`src/rtl/shift_pkg.sv`:
```
// Shared definitions for the serial operand loaders: FSM encodings and default width.
package shift_pkg;

  typedef enum logic [1:0] {
    IDLE  = 2'b00,
    SHIFT = 2'b01,
    DONE  = 2'b10
  } state_t;

  localparam int OPERAND_W = 12;

endpackage

```
`src/rtl/rise_detect.sv`:
```
// Rising-edge detector for start inputs; the history register resets high so a
// level already high at reset release is not mistaken for a new request.
module rise_detect (
  input  logic clk,
  input  logic reset,
  input  logic d,
  output logic rise
);

  logic d_q;

  always_ff @(posedge clk or negedge reset) begin
    if (!reset) begin
      d_q <= 1'b1;
    end else begin
      d_q <= d;
    end
  end

  assign rise = d & ~d_q;

endmodule

```
`src/rtl/shift_in_param.sv`:
```
// Parametrised serial-to-parallel operand loader: captures W gated serial bits after
// a start edge and publishes the word in a result register that never shows a partial load.
module shift_in_param
  import shift_pkg::*;
#(
  parameter int W         = OPERAND_W,
  parameter bit MSB_FIRST = 1'b1,
  localparam int CW       = $clog2(W)
) (
  input  logic         clk,
  input  logic         reset,
  input  logic         x_in,
  input  logic         x_en,
  input  logic         sx,
  output logic [W-1:0] x_parallel,
  output logic         fx,
  output logic         busy
);

  localparam logic [CW-1:0] LAST = CW'(W - 1);

  state_t         state_reg, state_next;
  logic [CW-1:0]  count_reg, count_next;
  logic [W-1:0]   sr_reg, sr_next;
  logic [W-1:0]   xp_reg, xp_next;
  logic [W-1:0]   sr_shift;
  logic           start;

  rise_detect u_start (
    .clk   (clk),
    .reset (reset),
    .d     (sx),
    .rise  (start)
  );

  generate
    if (MSB_FIRST) begin : g_msb_first
      assign sr_shift = {sr_reg[W-2:0], x_in};
    end else begin : g_lsb_first
      assign sr_shift = {x_in, sr_reg[W-1:1]};
    end
  endgenerate

  always_ff @(posedge clk or negedge reset) begin
    if (!reset) begin
      state_reg <= IDLE;
      count_reg <= '0;
      sr_reg    <= '0;
      xp_reg    <= '0;
    end else begin
      state_reg <= state_next;
      count_reg <= count_next;
      sr_reg    <= sr_next;
      xp_reg    <= xp_next;
    end
  end

  always_comb begin
    state_next = state_reg;
    count_next = count_reg;
    sr_next    = sr_reg;
    xp_next    = xp_reg;
    case (state_reg)
      IDLE, DONE: begin
        if (start) begin
          state_next = SHIFT;
          count_next = '0;
          sr_next    = '0;
        end
      end
      SHIFT: begin
        // A new start edge aborts the load and discards any bit offered alongside it.
        if (start) begin
          count_next = '0;
          sr_next    = '0;
        end else if (x_en) begin
          sr_next = sr_shift;
          if (count_reg == LAST) begin
            xp_next    = sr_shift;
            state_next = DONE;
            count_next = '0;
          end else begin
            count_next = count_reg + CW'(1);
          end
        end
      end
      default: begin
        state_next = IDLE;
        count_next = '0;
        sr_next    = '0;
      end
    endcase
  end

  assign x_parallel = xp_reg;
  assign fx         = (state_reg == DONE);
  assign busy       = (state_reg == SHIFT);

endmodule

```
`config.mk`:
```
export PLATFORM = sky130hd
export DESIGN_NAME = shift_in_param
export DESIGN_NICKNAME = d
export VERILOG_FILES = /design/src/rtl/shift_pkg.sv /design/src/rtl/rise_detect.sv /design/src/rtl/shift_in_param.sv
export SDC_FILE = /design/constraint.sdc
export NUM_CORES = 1
export LEC_CHECK = 0
export CORE_ASPECT_RATIO = 0.5
export CORE_UTILIZATION = 47
export CTS_CLUSTER_SIZE = 30
export DETAILED_ROUTE_END_ITERATION = 8
export PLACE_DENSITY = 0.76
export SYNTH_ARGS = -nofsm -noshare
export SYNTH_HDL_FRONTEND = slang
export SYNTH_SLANG_ARGS = --single-unit
```
`constraint.sdc`:
```
create_clock -name clk -period 1.5 [get_ports clk]
set_input_delay 0.15 -clock clk [delete_from_list [all_inputs] [get_ports clk]]
set_output_delay 0.15 -clock clk [all_outputs]
set_load 0.02 [all_outputs]
```
==> impl_results.rst, run 1 <==
.. list-table::
   :header-rows: 1

   * - Metric
     - Value
   * - Number of instances in the synthesized netlist
     - 91
   * - CP startpoint kind
     - register
   * - Average instance area after synthesis
     - 14.2 um^2
   * - Chain of cells forming the critical path
     - and2b_4 > nor4_4 > buf_6 > mux2_4
   * - Share of the core filled with cells in the final layout
     - 71.1%
   * - Cell area after synthesis
     - 0.00129 mm^2
   * - Crit-path max FO
     - 6
   * - CTS tree
     - done
   * - Number of flip-flops in the largest register
     - 12
   * - Final cycle utilization of the critical path
     - 108%
   * - Synthesis Warnings
     - 0
   * - Register area share after synthesis
     - 58.3%
   * - Count of final setup violators
     - 12
   * - Register clock-pin slew on the reported worst setup and hold paths
     - 0.06 ns
   * - Max_slew headroom
     - 68.1%
   * - Share of cells above drive strength 1
     - 36.2%
   * - Sinks on the clock net
     - 30
   * - Power density of the placed cells
     - 938 mW/mm^2
   * - Tightest Hold Check Type
     - input pin to asynchronous set/reset pin
   * - Total Power
     - 1.60 mW
   * - Total core area
     - 0.00240 mm^2
   * - DRT Pass-1 Iters
     - 4
   * - Most common library cell in the layout ignoring fill and taps
     - sky130_fd_sc_hd__dfrtp_1
   * - Combined area of the multi-input logic cells
     - 528 um^2
   * - Commonest cells after routing, fill and taps aside
     - sky130_fd_sc_hd__dfrtp_1, sky130_fd_sc_hd__clkdlybuf4s50_1, sky130_fd_sc_hd__buf_4, sky130_fd_sc_hd__mux2_4, sky130_fd_sc_hd__a22o_1
   * - Number of nets produced by synthesis
     - 97
   * - Final-report hold violation count
     - 0
   * - Clock Root Buffer
     - sky130_fd_sc_hd__clkbuf_8
   * - Setup repair after global routing missed its margin
     - true
   * - Via density per instance
     - 5.51
   * - Input/output buffers
     - 18
   * - F_max
     - 616 MHz
   * - Leakage power
     - 0.806 nW
   * - Nets
     - 133
   * - Number of max-cap violations
     - 0
   * - Violated checks
     - setup timing
   * - Area added between synthesis and finish
     - 32.4%
   * - Weighted congestion at the end of routability-driven global placement
     - 0.854
   * - #FFs+latches synth
     - 30
   * - Height of the die
     - 39.0 um
   * - Total Routed Length
     - 2.77 mm
   * - Slew at the pin with the worst max-slew slack
     - 0.478 ns
   * - Clock Tree Buf Depth
     - 2
   * - Worst Slack Setup Final
     - -0.124 ns
   * - FF/Latch Area
     - 754 um^2
   * - Final HPWL from detailed placement
     - 1.85 mm
   * - Hold Slack
     - 0.261 ns
   * - Initial Utilization
     - 53.7%
   * - Hold-fix buffer count after cts
     - 0
   * - Min Tclk post-route
     - 1.62 ns
   * - Global route total overflow
     - 0
   * - Max stage delay on crit path
     - 0.52 ns
   * - I/O pin count
     - 19
   * - Count of nets left with antenna violations after detail routing
     - 0
   * - Status
     - complete, but fails checks
   * - IR Drop Worst-Case VDD
     - 0.862 mV
   * - Total clock buffers created by CTS
     - 5
   * - Die outline width
     - 76.1 um
   * - WP data required
     - 1.66 ns
   * - Area enclosed by the die boundary
     - 0.00297 mm^2
   * - Clock latency on the worst-skew pair
     - 0.27 ns
   * - Crit end category
     - register
   * - ANT cells
     - 0
   * - Aggregate global-route resource usage
     - 22.1%
   * - Post-route clock skew
     - 0.00287 ns
   * - Final Max Tran Viols
     - 0
   * - Pin count of the biggest net entering global routing
     - 31
   * - Global-route wire length before repair
     - 4.68 mm
   * - H-tree levels
     - 2
   * - Number of design rule violations left after detail routing
     - 0
   * - Number of global-route vias before repair
     - 939
   * - Detailed-route wire length per cell
     - 17.1 um
   * - Row count
     - 12
   * - Yosys cell types
     - 31
   * - Number of antenna violations at the first check in global routing
     - 0
   * - First-iteration detailed-routing DRC count
     - 32
   * - Filler cell count in the final layout
     - 171
   * - Total number of vias
     - 892
   * - Critical path's slowest cell
     - sky130_fd_sc_hd__dfstp_2
   * - CP Class
     - register to register
   * - Data arrival at the endpoint of the critical path
     - 1.78 ns
worst paths after layout:
check	from	end	slack, ns	depth (start not counted)
min in group clk	sx	u_start.d_q$_DFF_PN1_	0.44	2
max reg2reg	u_start.d_q$_DFF_PN1_	x_parallel[5]$_DFFE_PN0P_	-0.12	4
min	reset	sr_reg[8]$_DFFE_PN0P_	0.26	2
min reg2reg	sr_reg[10]$_DFFE_PN0P_	sr_reg[10]$_DFFE_PN0P_	0.51	1
max in group asynchronous	reset	u_start.d_q$_DFF_PN1_	0.92	2
max	u_start.d_q$_DFF_PN1_	x_parallel[5]$_DFFE_PN0P_	-0.12	4
layer usage:
layer	GRT usage, %	share of wire (%)	vias up
met4	6.25	0.69	0
met1	25.7	46	458
met5	0	0	-
met2	40.7	49	24
li1	-	-	408
met3	7.53	4.4	2
report_power, final:
part           internal, mW  total, mW  switching (mW)
registers             0.834      0.852          0.0180
logic                0.0764      0.152          0.0758
clock network         0.310      0.599           0.288
total                  1.22       1.60           0.382
cells in the mapped netlist:
| cell type | count | area (um^2) |
|---|---|---|
| sky130_fd_sc_hd__o211ai_1 | 2 | 15.0 |
| sky130_fd_sc_hd__a22o_1 | 11 | 96.3 |
| sky130_fd_sc_hd__and2b_4 | 1 | 10.0 |
| sky130_fd_sc_hd__or4b_1 | 1 | 10.0 |
| sky130_fd_sc_hd__a31o_2 | 1 | 8.76 |
| sky130_fd_sc_hd__nand3b_1 | 1 | 7.51 |
| sky130_fd_sc_hd__nand2b_1 | 2 | 12.5 |
| sky130_fd_sc_hd__and2b_1 | 1 | 7.51 |
| sky130_fd_sc_hd__o21a_1 | 2 | 15.0 |
| sky130_fd_sc_hd__dfrtp_1 | 29 | 726 |
| sky130_fd_sc_hd__nor4_4 | 1 | 21.3 |
| sky130_fd_sc_hd__buf_8 | 1 | 15.0 |
| sky130_fd_sc_hd__mux2_2 | 3 | 33.8 |
| sky130_fd_sc_hd__or2_2 | 1 | 6.26 |
| sky130_fd_sc_hd__mux2_4 | 9 | 135 |
| sky130_fd_sc_hd__nor3_1 | 1 | 5.00 |
| sky130_fd_sc_hd__o21ai_0 | 3 | 15.0 |
| sky130_fd_sc_hd__ha_1 | 1 | 12.5 |
| sky130_fd_sc_hd__nor2_1 | 3 | 11.3 |
| sky130_fd_sc_hd__dfstp_2 | 1 | 26.3 |
| sky130_fd_sc_hd__nand3_1 | 1 | 5.00 |
| sky130_fd_sc_hd__nand2_1 | 1 | 3.75 |
| sky130_fd_sc_hd__and4b_1 | 1 | 10.0 |
| sky130_fd_sc_hd__inv_1 | 1 | 3.75 |
| sky130_fd_sc_hd__a311oi_1 | 2 | 17.5 |
| sky130_fd_sc_hd__and3_1 | 1 | 6.26 |
| sky130_fd_sc_hd__nand2_2 | 1 | 6.26 |
| sky130_fd_sc_hd__a21oi_1 | 2 | 10.0 |
| sky130_fd_sc_hd__a21o_1 | 2 | 15.0 |
| sky130_fd_sc_hd__a21boi_0 | 1 | 7.51 |
| sky130_fd_sc_hd__buf_2 | 3 | 15.0 |
per-stage QoR:
stage,TNS [ns],instances,worst slack (ns),cell area (um^2)
6_report,-1.39,162,-0.124,1710
5_1_grt,-2.34,162,-0.179,1710
4_1_cts,-2.10,161,-0.132,1680
3_5_place_dp,-5.74,153,-0.297,1580
3_3_place_gp,-4.89,153,-0.243,1580
2_1_floorplan,-1.14,91,-0.126,1290
critical path: cells and delay by family (launching register included):
family	cells	cell delay (ns)
multiplexers	1	0.31
AND/OR/NAND/NOR	2	0.48
flip-flops	1	0.52
buffers and inverters	1	0.20
logic make-up (layout without fill, tap and decap cells):
family | Yosys count | after routing | synth area share [%]
AOI/OAI and AO/OA | 26 | 26 | 15.5
muxes | 12 | 12 | 13.1
adders and majority gates | 1 | 1 | 0.970
buffers and inverters | 5 | 41 | 2.62
and+or+nand+nor | 17 | 17 | 9.51
DFF | 30 | 30 | 58.3
what timing repair did:
action / in CTS / in global routing
pin swaps: 0 / 1
buffers inserted: 1 / 1
setup endpoints to repair: 25 / 26
resized for setup: 8 / 6
layout make-up:
cell class	instances	area share, %
well taps	35	2.56
clock inverters	2	0.586
repair buffers	33	17.5
clock buffers	5	4.03
multi-input cells	56	30.9
flip-flops and latches	30	44.2
inverters	1	0.220
No activity file was read; power rests on OpenSTA's default activity.
==> inputs of run 2 (changes only) <==
Settings changed: CORE_ASPECT_RATIO 0.5 to not set, CORE_UTILIZATION 47 to 56, PLACE_DENSITY 0.76 to 0.85.
Clock period 1.5 ns to 1.9 ns, I/O delays scaled along.
==> run 2 against run 1 <==
Against the previous run:
- the flow now finishes without violations
- sequential share of layout area rose by 3.1 points
- die area is 16% lower
- worst hold slack lost 0.017 ns
- clock skew rose by 0.0032 ns
- routed wire length is 9.2% lower
- register-to-register slack better by 0.18 ns
- power shrank 29%
==> impl_results.rst, run 2 (same netlist as run 1, synthesis figures left out) <==
.. list-table::
   :header-rows: 1

   * - Metric
     - Value
   * - Status
     - finished, final reports clean
   * - Sinks on the clock net
     - 30 (unchanged)
   * - Data arrival at the endpoint of the critical path
     - 2.06 ns (+0.28 ns)
   * - CTS tree
     - done
   * - Setup repair after global routing missed its margin
     - false
   * - Commonest cells after routing, fill and taps aside
     - sky130_fd_sc_hd__dfrtp_1, sky130_fd_sc_hd__clkdlybuf4s50_1, sky130_fd_sc_hd__a22o_1, sky130_fd_sc_hd__mux2_4, sky130_fd_sc_hd__buf_4
   * - Clock Root Buffer
     - sky130_fd_sc_hd__clkbuf_4
   * - Die outline width
     - 50.0 um (-34%)
   * - Count of nets left with antenna violations after detail routing
     - 0 (unchanged)
   * - Input/output buffers
     - 18 (unchanged)
   * - Power dissipated by switching net loads
     - 0.271 mW (-29%)
   * - Hold Slack
     - 0.244 ns (-0.0167 ns)
   * - Number of flip-flops in the largest register
     - 12 (unchanged)
   * - Total core area
     - 0.00219 mm^2 (-8.8%)
   * - Tightest Hold Check Type
     - input pin to asynchronous set/reset pin
   * - F_max
     - 542 MHz (-12%)
   * - Sw Share
     - 23.8% (about the same)
   * - Number of max-cap violations
     - 0 (unchanged)
   * - Critical path's slowest cell
     - sky130_fd_sc_hd__dfstp_2
   * - Logic gate share of total power
     - 8.1% (-1.4 points)
   * - First-iteration detailed-routing DRC count
     - 7 (-78%)
   * - Detailed-route wire length per cell
     - 17.1 um (about the same)
   * - Number of antenna violations at the first check in global routing
     - 0 (unchanged)
   * - Worst Slack Setup Final
     - 0.0544 ns (+0.179 ns)
   * - Seq pwr share
     - 59.5% (+6.4 points)
   * - Post-route clock skew
     - 0.00611 ns (+0.00324 ns)
   * - Share of cells above drive strength 1
     - 28.6% (-7.6 points)
   * - Final HPWL from detailed placement
     - 1.72 mm (-7.1%)
   * - Clock Tree Buf Depth
     - 2 (unchanged)
   * - Power density of the placed cells
     - 715 mW/mm^2 (-24%)
   * - Height of the die
     - 50.0 um (+28%)
   * - Initial Utilization
     - 58.9% (+5.2 points)
   * - Total Routed Length
     - 2.51 mm (-9.2%)
   * - Leakage power
     - 0.757 nW (-6.0%)
   * - DRT Pass-1 Iters
     - 4 (unchanged)
   * - GR Util met1
     - 30.7% (+5.0 points)
   * - Crit-path max FO
     - 9 (+3)
   * - Via density per instance
     - 5.87 (+6.6%)
   * - CP startpoint kind
     - register
   * - Reg-to-reg setup timing slack
     - 0.05 ns (+0.18 ns)
   * - Final cycle utilization of the critical path
     - 97.1% (-11 points)
   * - Clock latency on the worst-skew pair
     - 0.32 ns (+0.05 ns)
   * - Crit end category
     - register
   * - Nets
     - 126 (-5.3%)
   * - Global route total overflow
     - 0 (unchanged)
   * - I/O pin count
     - 19 (unchanged)
   * - Endpoint of the lowest-slack register-to-register path
     - x_parallel[11]$_DFFE_PN0P_
   * - Area of placed instances
     - 0.00154 mm^2 (-2.9%)
   * - Register clock-pin slew on the reported worst setup and hold paths
     - 0.09 ns (+0.03 ns)
   * - Final-report hold violation count
     - 0 (unchanged)
   * - Global-route wire length before repair
     - 4.26 mm (-8.8%)
   * - Min Tclk post-route
     - 1.85 ns (+0.221 ns)
   * - Total clock buffers created by CTS
     - 5 (unchanged)
   * - Worst reg2reg path depth
     - 5 (+1)
   * - Total number of vias
     - 863 (-3.3%)
   * - Busiest grt layer
     - met2
   * - Internal power summed over all cells
     - 0.867 mW (-29%)
   * - Startpoint of the lowest-slack register-to-register path
     - u_start.d_q$_DFF_PN1_
   * - Most frequent CP cell
     - sky130_fd_sc_hd__buf_4
   * - Most common library cell in the layout ignoring fill and taps
     - sky130_fd_sc_hd__dfrtp_1
   * - Max stage delay on crit path
     - 0.54 ns (+0.02 ns)
   * - Max_slew headroom
     - 49.1% (-19 points)
   * - Number of design rule violations left after detail routing
     - 0 (unchanged)
   * - Aggregate global-route resource usage
     - 24.3% (+2.2 points)
   * - WP data required
     - 2.11 ns (+0.45 ns)
   * - Pin count of the biggest net entering global routing
     - 31 (unchanged)
   * - Met2 track demand over resource in global routing
     - 36.2% (-4.5 points)
   * - Setup fix buffers added after clock tree synthesis
     - 0 (-1)
   * - Met3 Usage GRT
     - 9.26% (+1.7 points)
   * - Area added between synthesis and finish
     - 23.5%
   * - CP Class
     - register to register
   * - Clock share of power
     - 32.4% (-5.0 points)
   * - Count of final setup violators
     - 0 (-12)
   * - Area enclosed by the die boundary
     - 0.00250 mm^2 (-16%)
   * - H-tree levels
     - 2 (unchanged)
   * - Final Max Tran Viols
     - 0 (unchanged)
   * - Weighted congestion at the end of routability-driven global placement
     - 0.772 (-9.6%)
   * - Slew at the pin with the worst max-slew slack
     - 0.761 ns (+0.283 ns)
   * - Design area
     - 0.00159 mm^2 (-6.7%)
   * - IR Drop Worst-Case VDD
     - 0.460 mV (-47%)
   * - Crit path buf inv count
     - 2 (+1)
   * - Filler cell count in the final layout
     - 149 (-13%)
   * - Share of the core filled with cells in the final layout
     - 72.7% (+1.6 points)
   * - Cell family with most CP delay
     - flip-flops
   * - Chain of cells forming the critical path
     - and2b_4 > buf_4 > nor4_4 > buf_4 > mux2_4
   * - ANT cells
     - 0 (unchanged)
   * - Row count
     - 17 (+5)
   * - Total Power
     - 1.14 mW (-29%)
   * - Post-placement worst setup slack
     - -0.199 ns (+0.0976 ns)
   * - Number of global-route vias before repair
     - 922 (-1.8%)
[run 2: cell types whose count changed in the layout (fill, tap and decap cells not counted), moves of 2 or more]
cell / delta
sky130_fd_sc_hd__mux2_2: +3
sky130_fd_sc_hd__clkbuf_8: -4
sky130_fd_sc_hd__clkbuf_4: +5
sky130_fd_sc_hd__mux2_4: -3
sky130_fd_sc_hd__buf_4: -5
sky130_fd_sc_hd__buf_6: -2
sky130_fd_sc_hd__clkdlybuf4s50_1: +2
sky130_fd_sc_hd__clkinv_2: -2
[run 2: layout make-up]
cell class	count	area, um^2	share of cell area (%)
sequential	30	753	47.3
multi-input combinational	56	509	32.0
timing repair buffer	26	240	15.1
clock buffer	6	51.3	3.22
tap	28	35.0	2.20
inverter	1	3.75	0.236
[run 2: how the worst max path moves through the flow]
stage | from | to | slack (ns) | depth (start not counted)
after floorplan | u_start.d_q$_DFF_PN1_ | x_parallel[0]$_DFFE_PN0P_ | 0.23 | 4
after global placement | sx | sr_reg[8]$_DFFE_PN0P_ | -0.02 | 4
after detailed placement | sx | sr_reg[6]$_DFFE_PN0P_ | -0.20 | 4
after CTS | state_reg[0]$_DFFE_PN0P_ | busy | 0.05 | 3
after global routing | u_start.d_q$_DFF_PN1_ | x_parallel[8]$_DFFE_PN0P_ | 0.004 | 5
final | u_start.d_q$_DFF_PN1_ | x_parallel[11]$_DFFE_PN0P_ | 0.05 | 5
[run 2: power by group through the flow]
stage          clock (mW)  combinational (mW)  sequential [mW]
6_report            0.369              0.0920            0.677
5_1_grt             0.413               0.102            0.680
4_1_cts             0.378              0.0926            0.677
3_5_place_dp            0              0.0922            0.688
3_3_place_gp            0              0.0851            0.687
2_1_floorplan           0              0.0509            0.683
[run 2: stage by stage]
step	instances	setup TNS [ns]
2_1_floorplan	91	0
3_3_place_gp	141	-0.243
3_5_place_dp	141	-2.39
4_1_cts	147	0
5_1_grt	147	0
6_report	147	0
[run 2: what timing repair did]
item                       4_1_cts  5_1_grt
setup endpoints to repair       11        2
hold endpoints to repair         0        0
resized for setup                1        1
hold buffers                     0        0
[run 2: per-layer routing]
layer | vias to the layer above | part of all wire [%]
met5 | - | 0
met4 | 0 | 1.6
met3 | 5 | 4.5
met2 | 28 | 47
met1 | 434 | 46
li1 | 396 | -
